File: config.mk
export PLATFORM = sky130hd
export DESIGN_NAME = fetch_unit
export DESIGN_NICKNAME = d
export VERILOG_FILES = /design/src/rtl/fetch_pkg.sv /design/src/rtl/fetch_fifo.sv /design/src/rtl/fetch_unit.sv
export SDC_FILE = /design/constraint.sdc
export NUM_CORES = 1
export LEC_CHECK = 0
export ABC_AREA = 1
export BUFFER_PORTS_ARGS = -buffer_cell sky130_fd_sc_hd__buf_4
export CELL_PAD_IN_SITES_DETAIL_PLACEMENT = 0
export CELL_PAD_IN_SITES_GLOBAL_PLACEMENT = 1
export CORE_MARGIN = 1
export CORE_UTILIZATION = 45
export DETAILED_ROUTE_END_ITERATION = 7
export GPL_TIMING_DRIVEN = 0
export PLACE_DENSITY = 0.89
export SETUP_SLACK_MARGIN = 0.5
export SLEW_MARGIN = 5
export SYNTH_ARGS = -nofsm -noshare
export SYNTH_HDL_FRONTEND = slang
export SYNTH_SLANG_ARGS = --single-unit
export TNS_END_PERCENT = 100
File: constraint.sdc
create_clock -name clk -period 3.6 [get_ports clk]
set_input_delay 0.36 -clock clk [delete_from_list [all_inputs] [get_ports clk]]
set_output_delay 0.36 -clock clk [all_outputs]
set_load 0.01 [all_outputs]
File: src/rtl/fetch_pkg.sv
// Shared types and helpers for the instruction-fetch front end.
package fetch_pkg;

    localparam int unsigned FETCH_ADDR_W  = 16;
    localparam int unsigned FETCH_INSTR_W = 16;

    typedef enum logic [1:0] {
        IDLE = 2'd0,
        WAIT = 2'd1,
        DROP = 2'd2
    } fetch_state_t;

    typedef struct packed {
        logic [FETCH_ADDR_W-1:0]  pc;
        logic [FETCH_INSTR_W-1:0] instr;
    } fetch_entry_t;

    // Smallest r with 2**r >= n; sizes FIFO pointers.
    function automatic int unsigned clog2(input int unsigned n);
        int unsigned r;
        r = 0;
        while ((32'd1 << r) < n) r = r + 1;
        return r;
    endfunction

endpackage

File: src/rtl/fetch_fifo.sv
// Prefetch FIFO: DEPTH entries, registered count, flush beats push and pop.
module fetch_fifo
    import fetch_pkg::*;
#(
    parameter int unsigned WIDTH = 32,
    parameter int unsigned DEPTH = 4,
    localparam int unsigned PTR_W = clog2(DEPTH),
    localparam int unsigned CNT_W = PTR_W + 1
) (
    input  logic             clk,
    input  logic             rst,
    input  logic             push,
    input  logic [WIDTH-1:0] push_data,
    input  logic             pop,
    input  logic             flush,
    output logic [WIDTH-1:0] head,
    output logic [CNT_W-1:0] count,
    output logic             full,
    output logic             empty
);

    logic [WIDTH-1:0] mem [DEPTH];
    logic [PTR_W-1:0] rd_ptr;
    logic [PTR_W-1:0] wr_ptr;
    logic             do_push;
    logic             do_pop;

    assign empty   = (count == '0);
    assign full    = (count == CNT_W'(DEPTH));
    assign head    = mem[rd_ptr];
    assign do_pop  = pop & ~empty;
    // A pop frees the slot that a same-cycle push into a full FIFO lands in.
    assign do_push = push & (~full | do_pop);

    always_ff @(posedge clk) begin
        if (rst || flush) begin
            rd_ptr <= '0;
            wr_ptr <= '0;
            count  <= '0;
        end else begin
            if (do_push) wr_ptr <= wr_ptr + PTR_W'(1);
            if (do_pop)  rd_ptr <= rd_ptr + PTR_W'(1);
            unique case ({do_push, do_pop})
                2'b10:   count <= count + CNT_W'(1);
                2'b01:   count <= count - CNT_W'(1);
                default: count <= count;
            endcase
        end
    end

    always_ff @(posedge clk) begin
        if (do_push) mem[wr_ptr] <= push_data;
    end

endmodule

File: src/rtl/fetch_unit.sv
// Instruction-fetch front end: fetch PC, single outstanding imem request, prefetch FIFO.
module fetch_unit
    import fetch_pkg::*;
#(
    parameter int unsigned       ADDR_W    = FETCH_ADDR_W,
    parameter int unsigned       INSTR_W   = FETCH_INSTR_W,
    parameter int unsigned       DEPTH     = 4,
    parameter logic [ADDR_W-1:0] RESET_VEC = '0,
    parameter int unsigned       PC_INC    = 2
) (
    input  logic               clk,
    input  logic               rst,
    output logic               imem_req,
    output logic [ADDR_W-1:0]  imem_addr,
    input  logic               imem_ready,
    input  logic               imem_rvalid,
    input  logic [INSTR_W-1:0] imem_rdata,
    output logic               ins_valid,
    output logic [INSTR_W-1:0] ins_data,
    output logic [ADDR_W-1:0]  ins_pc,
    input  logic               ins_ready,
    input  logic               redirect_valid,
    input  logic [ADDR_W-1:0]  redirect_addr,
    input  logic               halt,
    output logic               halted
);

    localparam int unsigned CNT_W   = clog2(DEPTH) + 1;
    localparam int unsigned ENTRY_W = ADDR_W + INSTR_W;

    typedef struct packed {
        logic [ADDR_W-1:0]  pc;
        logic [INSTR_W-1:0] instr;
    } entry_t;

    fetch_state_t      state;
    logic [ADDR_W-1:0] fetch_pc;
    logic [ADDR_W-1:0] inflight_pc;
    logic              issue;
    logic              push;
    logic              pop;
    logic              fifo_full;
    logic              fifo_empty;
    logic [CNT_W-1:0]  fifo_count;
    entry_t            push_entry;
    entry_t            head_entry;

    // Request and halted status are combinational views of the registered state.
    assign imem_req  = ~rst & (state == IDLE) & ~halt & ~redirect_valid & ~fifo_full;
    assign imem_addr = fetch_pc;
    assign halted    = ~rst & halt & (state == IDLE);
    assign issue     = imem_req & imem_ready;

    // A redirect discards a coincident response; the pre-redirect stream is dead.
    assign push       = ~rst & (state == WAIT) & imem_rvalid & ~redirect_valid;
    assign pop        = ins_valid & ins_ready;
    assign push_entry = '{pc: inflight_pc, instr: imem_rdata};

    assign ins_valid = ~fifo_empty;
    assign ins_data  = head_entry.instr;
    assign ins_pc    = head_entry.pc;

    fetch_fifo #(
        .WIDTH (ENTRY_W),
        .DEPTH (DEPTH)
    ) u_fifo (
        .clk       (clk),
        .rst       (rst),
        .push      (push),
        .push_data (push_entry),
        .pop       (pop),
        .flush     (redirect_valid),
        .head      (head_entry),
        .count     (fifo_count),
        .full      (fifo_full),
        .empty     (fifo_empty)
    );

    always_ff @(posedge clk) begin
        if (rst) begin
            state       <= IDLE;
            fetch_pc    <= RESET_VEC;
            inflight_pc <= RESET_VEC;
        end else if (redirect_valid) begin
            fetch_pc <= redirect_addr;
            state    <= ((state != IDLE) && !imem_rvalid) ? DROP : IDLE;
        end else begin
            unique case (state)
                IDLE: begin
                    if (issue) begin
                        state       <= WAIT;
                        fetch_pc    <= fetch_pc + ADDR_W'(PC_INC);
                        inflight_pc <= fetch_pc;
                    end
                end
                WAIT, DROP: begin
                    if (imem_rvalid) state <= IDLE;
                end
                default: state <= IDLE;
            endcase
        end
    end

    // Protocol checks: no response without a request, and the issue rule keeps a slot free.
    a_no_stray_rvalid: assert property (@(posedge clk) disable iff (rst)
        !((state == IDLE) && imem_rvalid));
    a_push_has_room: assert property (@(posedge clk) disable iff (rst)
        push |-> (fifo_count < CNT_W'(DEPTH)) || pop);

endmodule

# Word level (Yosys, flattened, before mapping)
# Memories as Yosys holds them, arrays and structs flattened. A register that Yosys moved wholly into a read port is not among the register bits.
# Index checks and enable logic that the tools add are counted.
# classes
div	0
magnitude_cmp	0
shift	0
addsub	5
n_mul	0
n_mux	13
bitwise	19
reduce_logical	13
n_eq_ne	7
# op_table
cell	n
16-bit 2-to-1 mux	3
16-bit by 2-bit adder with 16-bit output, second input constant	1
1-bit bitwise AND	13
2-bit 2-to-1 mux	6
2-bit nonzero test	4
3-bit inequality test, second input constant	2
3-bit one-hot mux with 2 select lines	1
1-bit inverter	5
2-bit by 1-bit adder with 2-bit output, second input constant	2
2-bit by 1-bit equality test with 1-bit output, second input constant	2
2-bit equality test, second input constant	2
2-bit one-hot mux with 2 select lines	1
2-bit AND reduction	2
3-bit by 1-bit adder with 3-bit output, second input constant	1
3-bit equality test, second input constant	1
3-bit logical NOT	1
3-bit AND reduction	1
3-bit by 1-bit subtractor with 3-bit output, second input constant	1
2-bit logical NOT	1
1-bit 2-to-1 mux	2
2-bit OR reduction	1
1-bit logical AND	1
1-bit logical NOT	1
1-bit logical OR	1
1-bit bitwise OR	1
# totals
in_bits	39
latchBits	0
rom_bits	0
elab_cells	64
memories	1
ff_bits	41
out_inout_bits	51
mem_bits_rw	128
# memory_table
memory	depth	word_bits	read_ports	rd_ports_with_merged_regs	write_ports	line	text
u_fifo.mem	4	32	1	1	1	fetch_fifo.sv:22	logic [WIDTH-1:0] mem [DEPTH];

# Logic depth before layout (Yosys ltp)
# Gate-level depths: netlist of run 1.
# depth
depth_word	9
mapped_depth	12
ltp_nobuf	12

# Cells and area by module
# Synthesis of run 1 repeated with hierarchy kept, for this count alone.
# unflattened
cells_unflattened	623
area_unflattened_um2	6976.7
# modules_own_cells
mod	area_per_inst_um2	cells_per_inst	seq_area_each_um2	instances
fetch_fifo	5263.8	377	4023.9	1
fetch_unit	1712.9	246	680.7	1

# Worst setup path before layout of run 1
# Ideal clock, no wire load.
# synth_timing
path_kind	input port to flip-flop
start	input port redirect_valid
end	memory u_fifo.mem[0][0] (enable)
setup_time_ns	0.421
n_path_buf	1
path_slack_ns	0.899
cell_stages	6
arrival_ns	2.280
t_required_ns	3.179
path_cell_list	buf_6 > inv_2 > nand2_1 > nor2_2 > o21ai_2 > nor2_1
# synth_between
elab_chain_len	5
# synth_lines
element	line	text
start: declaration	fetch_unit.sv:22	input logic redirect_valid,
1-bit inverter (no source line)	-	
1-bit bitwise AND	fetch_unit.sv:55	assign push = ~rst & (state == WAIT) & imem_rvalid & ~redirect_valid;
1-bit bitwise AND	fetch_fifo.sv:33	assign do_push = push & (~full | do_pop);
1-bit 2-to-1 mux	fetch_fifo.sv:52	if (do_push) mem[wr_ptr] <= push_data;
1-bit 2-to-1 mux (implied by the code)	fetch_fifo.sv:52	
end: declaration	fetch_fifo.sv:22	
# Every way passes these cells.

==> flow_summary.yaml, run 1 <==
run_status:
  status: "complete, no violations"
pwr:
  p_leak_uw: 0.00310
  p_switching_uw: 834
  p_clk_share_pct: 45.2
  share_seq_of_total_power_pct: 51.1
  p_total_uw: 4220
  combPwrFrac_pct: 3.8
  ir_drop_mv: 0.396
  p_int_uw: 3380
  power.density_mw_per_mm2: 494
  p_sw_share_pct: 19.8
placed_design:
  numPortBuffers: 88
  dpl.hpwl_um: 10500
  place_congestion: 0.819
  dp_slack_ps: 1390
  place_area_mm2: 0.00791
  dpl.cell_count: 903
synth:
  synth.distinct_cells: 32
  synth_top_family_by_area: "simple AND/OR/NAND/NOR gates"
  synth-simple-area-share_pct: 12.9
  synth_cells: 627
  synth_xor_xnor_area_share_pct: 0.890
  yosys.area.top_type_share_pct: 55.8
  synth_seq_cells: 171
  synth_compound_area_share_pct: 11.9
  yosysTopAreaCell: "edfxtp_1"
  synth-adder-area-share_pct: 1.56
  async_flop_share_pct: 0
  syn_area_per_cell_um2: 11.0
  synth.area.top_cells: "edfxtp_1, dfxtp_1, nor2_1"
  synth_nets: 674
  syn_area_mm2: 0.00689
  synth_flop_cell: "edfxtp_1"
  synth-edff-count: 128
  synthMuxAreaShare_pct: 0
  ys_seq_area_share_pct: 68.3
  synth_warnings: 0
cells_and_area:
  drive_gt1_share_pct: 19.3
  num_antenna_cells: 0
  final_cells: 935
  final_common_cell: "edfxtp_1"
  area_growth_pct: 23.9
  finish.instance_area_mm2: 0.00853
  layout_common_cells: "edfxtp_1, nor2_1, buf_4"
  fillers: 1243
  seqCellArea_mm2: 0.00470
  final_nets: 785
  multi_input_area_mm2: 0.00191
timing:
  tightestPinTransition_ps: 615
  layout_worst_path_cycle_share_pct: 68.7
  skew_ps: 7.13
  final_hold_viol_count: 0
  setup_viol: 0
  whs_ps: 134
  clock.fmax_mhz: 404
  slew_headroom_pct: 59.0
  rsz0062_at_grt: "no"
  fin_ws_ps: 1130
  report.final.slew_viol_count: 0
  period_needed_ps: 2470
floorplan:
  ios: 90
  die_y_um: 126
  start_util_pct: 46.7
  die-width_um: 126
  row_count: 44
  dieArea_mm2: 0.0158
  core-area_mm2: 0.0148
worst_setup_path:
  crit_path_start_kind: "flop"
  critPathRequiredTime_ps: 3240
  cp-end-kind: "output pin"
  path_max_fanout: 10
  cp_slowest_cell: "clkbuf_1"
  critPathKind: "flop to output pin"
  cp_data_arrival_time_ps: 2110
  critPathMaxStageDelay_ps: 480
  crit_chain: "buf_2 -> clkinv_1 -> clkbuf_1 -> nor2_1 -> o22ai_1 -> buf_4"
clock_tree:
  hold_buffers: 0
  cts_htree_levels: 4
  ctsResizeCount: 0
  cts_setup_buffers: 0
  cts_buffers: 17
  cts_buffer_depth: 2
  clk_pin_slew_ps: 60
  root_buffer: "clkbuf_16"
  clk_latency_ps: 420
  cts_tree: "yes"
  cts_sinks: 171
drt:
  wl_um: 15600
  ant_nets: 0
  wire_per_inst_um: 16.6
  drc: 0
  viasPerCell: 5.34
  first_pass_iters: 6
  dr_total_vias: 4994
  drt-initial-drc-count: 516
grt:
  grt_start_max_net_pins: 26
  grt_usage_pct: 20.6
  grt_pass1_wl_um: 24900
  grt_pass1_vias: 4964
  antenna_found_initial: 0
  gr-total-overflow: 0
hold_path:
  hp-class: "input port to flop"
job:
  cap_violations: 0
-- routing by layer --
metal / vias up / global-route usage, % / share of wire, %
li1: 2416 / - / -
met1: 2374 / 26.4 / 44
met2: 183 / 34.0 / 49
met3: 21 / 4.93 / 5.8
met4: 0 / 7.87 / 1.5
met5: - / 0 / 0
-- flip-flops by register name (all words and copies together), names as in the netlist, named ones only --
signal / flops
u_fifo.wr_ptr: 2
u_fifo.count: 3
imem_addr: 16
inflight_pc: 16
u_fifo.rd_ptr: 2
state: 2
u_fifo.mem: 128
-- Yosys cell counts (2+ instances only) --
cell type / n
o21ai_0: 79
nand3_1: 25
nor2_2: 2
buf_1: 2
buf_2: 6
nand2_1: 70
clkbuf_1: 19
nor3_2: 3
xnor2_1: 2
a21boi_0: 2
inv_1: 38
xor2_1: 5
edfxtp_1: 128
inv_2: 2
dfxtp_1: 43
a21oi_1: 33
buf_6: 3
o22ai_1: 32
o21ai_1: 4
ha_1: 7
nand4_1: 4
nor2_1: 108
-- worst paths after layout --
| check | slack (ps) | start | cells past startpoint | to |
|---|---|---|---|---|
| worst max-delay path | 1130 | flop | 6 | ins_pc[11] |
| worst max register to register | 1610 | state[1] | 7 | u_fifo.mem[3][21] |
| worst min register to register | 490 | u_fifo.count[0] | 2 | u_fifo.count[0] |
| worst min-delay path | 130 | imem_rdata[1] | 1 | u_fifo.mem[1][1] |
-- metrics by stage --
step           util, %  setup TNS, ps
5_1_grt           57.8              0
3_5_place_dp      53.6              0
6_report          57.8              0
3_3_place_gp      52.7         -35790
2_1_floorplan        -              0
4_1_cts           57.8              0
-- layout make-up --
| cell class | count | share of cell area (%) |
|---|---|---|
| sequential | 171 | 55.1 |
| clock buffer | 21 | 5.28 |
| multi-input combinational | 384 | 22.4 |
| tap | 184 | 2.70 |
| buffer | 31 | 1.76 |
| inverter | 41 | 1.80 |
| clock inverter | 11 | 1.99 |
| timing repair buffer | 92 | 8.94 |
-- logic make-up (layout without fill, tap and decap cells) --
family                     Yosys count  after routing
and+or+nand+nor                    216            216
DFF                                171            171
AOI/OAI and AO/OA                  153            153
buffers and inverters               72            196
adders and majority gates            8              8
xor gates and xnor gates             7              7
-- worst max-delay path, delay by kind of cell, from the launching register on --
family / cells / cell delay (ps)
DFF: 1 / 310
and+or+nand+nor: 1 / 90
AOI/OAI and AO/OA: 1 / 280
buffers and inverters: 4 / 1010
-- power groups by stage --
stage	clock, µW	combinational, µW	sequential (µW)
5_1_grt	2000	178	2150
2_1_floorplan	0	73.0	2190
3_3_place_gp	0	154	2190
3_5_place_dp	0	160	2190
4_1_cts	1920	161	2150
6_report	1900	160	2150
(Power assumes the default switching activity.)
==> inputs of run 2 (changes only) <==
Settings changed: ABC_AREA 1 to 0, CORE_UTILIZATION 45 to 48.
Clock period 3.6 ns to 2.3 ns, I/O delays scaled along.
==> run 2 against run 1 <==
- hold slack got worse by 120 ps
- via count decreased by 14%
- register-to-register slack lost 1400 ps
- critical path depth is 1 higher
- wire length fell by 2.1%
- sequential share of layout area shrank 3.5 points
- utilization increased by 10 points
- clock skew is 3.0 ps higher
- global-route usage is 1.0 points higher
- synthesized cell count fell by 34%
- largest cell class unchanged
==> flow_summary.yaml, run 2 <==
timing:
  fin_ws_ps: 256
  skew_ps: 10.2
  layout_worst_path_cycle_share_pct: 88.9
  whs_ps: 15.2
  clock.fmax_mhz: 489
  report.final.slew_viol_count: 0
  tightestPinTransition_ps: 576
  rsz0062_at_grt: "yes"
  final_hold_viol_count: 0
  setup_tns_ps: 0
  period_needed_ps: 2040
  setup_viol: 0
  slew_headroom_pct: 61.6
worst_setup_path:
  path_buf_inv: 2
  rr_startpoint: "state[0]"
  cp_data_arrival_time_ps: 2390
  cp-end-kind: "flop"
  crit_chain: "inv_2 -> ha_4 -> nand4b_4 -> or4b_4 -> buf_6 -> or4_1 -> a311oi_2"
  critPathLaunch: "state[0]"
  critPathMaxStageDelay_ps: 520
  crit_path_start_kind: "flop"
  critPathRequiredTime_ps: 2640
  cp_top_family: "simple AND/OR/NAND/NOR gates"
  critPathKind: "flop to flop"
  path_max_fanout: 5
  cp_slowest_cell: "or4b_4"
cells_and_area:
  final_common_cell: "edfxtp_1"
  largest_reg_flops: 128
  largest_register: "u_fifo.mem"
  drive_gt1_share_pct: 41.3
  final_nets: 620
  layout_common_cells: "edfxtp_1, buf_4, nor2_1"
  num_antenna_cells: 0
  area_growth_pct: 35.9
  final_cells: 762
drt:
  dr_total_vias: 4305
  ant_nets: 0
  viasPerCell: 5.65
  first_pass_iters: 4
  wl_um: 15200
  drt-initial-drc-count: 366
  wire_per_inst_um: 20.0
  drc: 0
floorplan:
  row_count: 42
  die-width_um: 120
  start_util_pct: 50.0
  ios: 90
  dieArea_mm2: 0.0145
  die_y_um: 120
  core-area_mm2: 0.0135
synth:
  yosys.area.top_type_share_pct: 57.2
  ys_seq_area_share_pct: 70.0
  synth.distinct_cells: 48
  synth_cells: 411
  synth-edff-count: 128
  synthTopCellsByCount: "edfxtp_1, dfxtp_1, nor2_1"
  synth_nets: 458
  async_flop_share_pct: 0
  synth_warnings: 0
  syn_area_per_cell_um2: 16.4
  synth_flop_cell: "edfxtp_1"
  synth_seq_cells: 171
  syn_area_mm2: 0.00672
  yosysTopAreaCell: "edfxtp_1"
  yosysMostFrequentCell: "edfxtp_1"
  synth.area.top_cells: "edfxtp_1, dfxtp_1, mux4_2"
placed_design:
  place_congestion: 0.890
  dp_slack_ps: 110
  dpl.hpwl_um: 8220
  numPortBuffers: 89
  dpl.cell_count: 676
clock_tree:
  cts_sinks: 171
  cts_buffer_depth: 2
  root_buffer: "clkbuf_16"
  cts_tree: "yes"
  cts_buffers: 17
  clk_pin_slew_ps: 60
  cts_htree_levels: 4
  clk_latency_ps: 430
job:
  cap_violations: 0
grt:
  grt_pass1_vias: 4296
  grt_usage_pct: 21.6
  grt_start_max_net_pins: 17
  antenna_found_initial: 0
  grt_pass1_wl_um: 22800
  gr-total-overflow: 0
pwr:
  p_leak_uw: 0.00310
  power.density_mw_per_mm2: 692
  ir_drop_mv: 0.447
run_status:
  status: "complete, no violations"
hold_path:
  hp-class: "input port to flop"
  hp-start: "imem_rdata[3]"
## run 2: final timing paths
kind	cells after the start	slack (ps)	endpoint
hold reg to reg	0	520	u_fifo.mem[3][22]
setup reg to reg	7	260	imem_addr[15]
hold / removal	1	20	u_fifo.mem[1][3]
setup / recovery	7	260	imem_addr[15]
## run 2: cells by family (layout without fill, tap and decap cells)
family	count (synthesis)	count (layout)	share of synthesized area, %
AO/OA/AOI/OAI	37	37	3.78
XOR/XNOR	9	9	1.17
adder cells (fa/ha/maj)	8	8	1.60
buffers and inverters	30	193	1.75
flip-flops	171	171	70.0
multiplexers	51	51	13.5
AND/OR/NAND/NOR	105	117	8.17
## run 2: per-stage QoR
| stage | total power (µW) | utilization [%] | instance area [µm²] |
|---|---|---|---|
| after floorplan | 3530 | - | 6810 |
| after global placement | 3660 | 57.2 | 7690 |
| after detailed placement | 3670 | 57.2 | 7690 |
| after CTS | 6330 | 65.4 | 8800 |
| after global routing | 6500 | 67.9 | 9140 |
| final | 6320 | 67.9 | 9140 |
## run 2: per-layer routing
layer | vias up | part of all wire (%) | global-route usage [%]
met5 | - | 0 | 0
met1 | 2146 | 42 | 28.2
met2 | 185 | 49 | 34.9
met3 | 27 | 6.9 | 6.13
li1 | 1947 | - | -
met4 | 0 | 2.5 | 7.41
## run 2: repair_timing
| action | 4_1_cts | 5_1_grt |
|---|---|---|
| gates cloned | 9 | 7 |
| pin swaps | 18 | 8 |
| gates resized for setup | 57 | 52 |
| hold buffers | 12 | 1 |
| endpoints found under the setup margin | 190 | 185 |
| hold endpoints to repair | 42 | 4 |
| buffers inserted | 17 | 8 |
## run 2: worst reg2reg max path: stages, from the launching register on
cell and delay [ps]:
dfxtp_2 330, inv_2 80, ha_4 160, nand4b_4 100, or4b_4 520, buf_6 140, or4_1 420, a311oi_2 230
## run 2: layout make-up
type                       count  area [µm²]
sequential                   171        4720
fill                         903        4320
multi-input combinational    222        2190
timing repair buffer         131        1220
clock buffer                  22         444
tap                          176         220
buffer                        21         200
clock inverter                10         100
inverter                       9        33.8
## run 2: power breakdown
group | leakage [µW] | total, µW | switching (µW) | internal (µW)
Clock | 0.000263 | 2660 | 1080 | 1580
Combinational | 0.00138 | 283 | 130 | 153
Sequential | 0.00146 | 3370 | 47.2 | 3330
==> inputs of run 3 (changes only) <==
Settings changed: ABC_AREA 0 to 1, CORE_UTILIZATION 48 to 45, MAX_ROUTING_LAYER set to met4, SETUP_SLACK_MARGIN 0.5 to 0.1.
==> run 3 against run 2 <==
- first-iteration DRC count grew 36%
- total power is 4.8% higher
- clock skew hardly changed
- critical path depth shrank 2
- critical path type is now flop to output pin
- largest cell class unchanged
- largest power group unchanged
==> flow_summary.yaml, run 3 (synthesis results as in run 1) <==
worst_setup_path:
  crit_chain: "buf_2 -> clkbuf_2 -> o21ai_0 -> o22ai_1 -> buf_4"
  cp-end-kind: "output pin"
  path_buf_inv: 3
  cp_top_family: "buffers and inverters"
  crit_path_start_kind: "flop"
  cp_slowest_cell: "dfxtp_1"
  path_max_fanout: 10
  cp_data_arrival_time_ps: 1840
  critPathMaxStageDelay_ps: 320
  critPathRequiredTime_ps: 2070
  critPathKind: "flop to output pin"
floorplan:
  core-area_mm2: 0.0148
  start_util_pct: 46.7
  row_count: 44
  die-width_um: 126
  ios: 90
  dieArea_mm2: 0.0158
  die_y_um: 126
drt:
  ant_nets: 0
  dr_total_vias: 5037
  viasPerCell: 5.32
  wire_per_inst_um: 16.6
  wl_um: 15700
  first_pass_iters: 5
  drc: 0
  drt-initial-drc-count: 497
placed_design:
  numPortBuffers: 88
  place_congestion: 0.831
  dpl.hpwl_um: 10500
  dpl.cell_count: 903
timing:
  setup_tns_ps: 0
  setup_viol: 0
  skew_ps: 10.2
  clock.fmax_mhz: 484
  slew_headroom_pct: 59.0
  rsz0062_at_grt: "no"
  report.final.slew_viol_count: 0
  period_needed_ps: 2070
  whs_ps: 9.88
  final_hold_viol_count: 0
  tightestPinTransition_ps: 615
  layout_worst_path_cycle_share_pct: 89.9
cells_and_area:
  final_nets: 796
  drive_gt1_share_pct: 21.1
  num_antenna_cells: 0
  fillers: 1243
  largest_reg_flops: 128
  final_common_cell: "edfxtp_1"
  final_cells: 946
  area_growth_pct: 25.8
  largest_register: "u_fifo.mem"
  layout_common_cells: "edfxtp_1, nor2_1, buf_4"
clock_tree:
  cts_buffer_depth: 2
  clk_pin_slew_ps: 60
  root_buffer: "clkbuf_16"
  cts_tree: "yes"
  cts_sinks: 171
  clk_latency_ps: 430
  cts_buffers: 17
  cts_htree_levels: 4
grt:
  antenna_found_initial: 0
  gr-total-overflow: 0
  grt_pass1_wl_um: 25100
  grt_pass1_vias: 4998
  grt_start_max_net_pins: 26
  grt_usage_pct: 21.4
pwr:
  p_total_uw: 6620
  power.density_mw_per_mm2: 764
  p_leak_uw: 0.00319
  ir_drop_mv: 0.620
hold_path:
  hp-class: "input port to flop"
run_status:
  status: "complete, no violations"
job:
  cap_violations: 0
-- run 3: cell types whose count changed in the layout (fill, tap and decap cells not counted), sizes merged, moves of 20 or more --
cell,change
inv,+34
a21oi,+25
buf,-20
o21ai,+78
nand2,+57
o22ai,+32
mux4,-32
nor2,+71
-- run 3: final timing paths --
check | to | slack (ps) | depth (start not counted) | start
worst max-delay path | ins_pc[11] | 230 | 5 | flop
worst min-delay path | u_fifo.mem[3][7] | 10 | 1 | imem_rdata[7]
worst max register to register | u_fifo.mem[3][21] | 300 | 7 | state[1]
worst min register to register | u_fifo.count[0] | 490 | 2 | u_fifo.count[0]
-- run 3: where the power goes --
group          switching, µW  internal (µW)
Clock                   1140           1850
Combinational            136            131
Sequential              41.5           3330
Total                   1310           5310
-- run 3: what timing repair did --
action,CTS,global route
resized for setup,9,16
setup endpoints to repair,32,23
endpoints found under the hold margin,29,8
hold buffers,9,2
setup buffers,0,0
-- run 3: metrics by stage --
step / setup WS (ps) / instance area [µm²] / util [%]
finish: 233 / 8660 / 58.7
global route: 109 / 8660 / 58.7
CTS: 96.0 / 8630 / 58.5
detailed placement: 217 / 7910 / 53.6
global placement: -1460 / 7780 / 52.7
floorplan: -314 / 6890 / -
-- run 3: worst register-to-register path, cell delays in order, from the launching register on --
cell and delay, ps:
dfxtp_1 310, inv_1 80, ha_1 140, nand2_1 60, nor2_2 180, o21ai_2 210
nor2_4 470, buf_16 240
-- run 3: layer usage --
| layer | GRT usage (%) | share of wire (%) |
|---|---|---|
| met5 | - | 0 |
| met4 | 7.44 | 1.3 |
| met3 | 5.18 | 5.7 |
| met2 | 34.3 | 48 |
| met1 | 26.6 | 45 |
-- run 3: final cells by class --
cell class                      count  area, µm²  share of cell area [%]
Clock inverter                     11        170                    1.96
Multi-Input combinational cell    384       1910                    22.1
Tap cell                          184        230                    2.66
Clock buffer                       21        450                    5.20
Inverter                           41        156                    1.81
Sequential cell                   171       4700                    54.3
Timing Repair Buffer              103        873                    10.1
Buffer                             31        169                    1.95
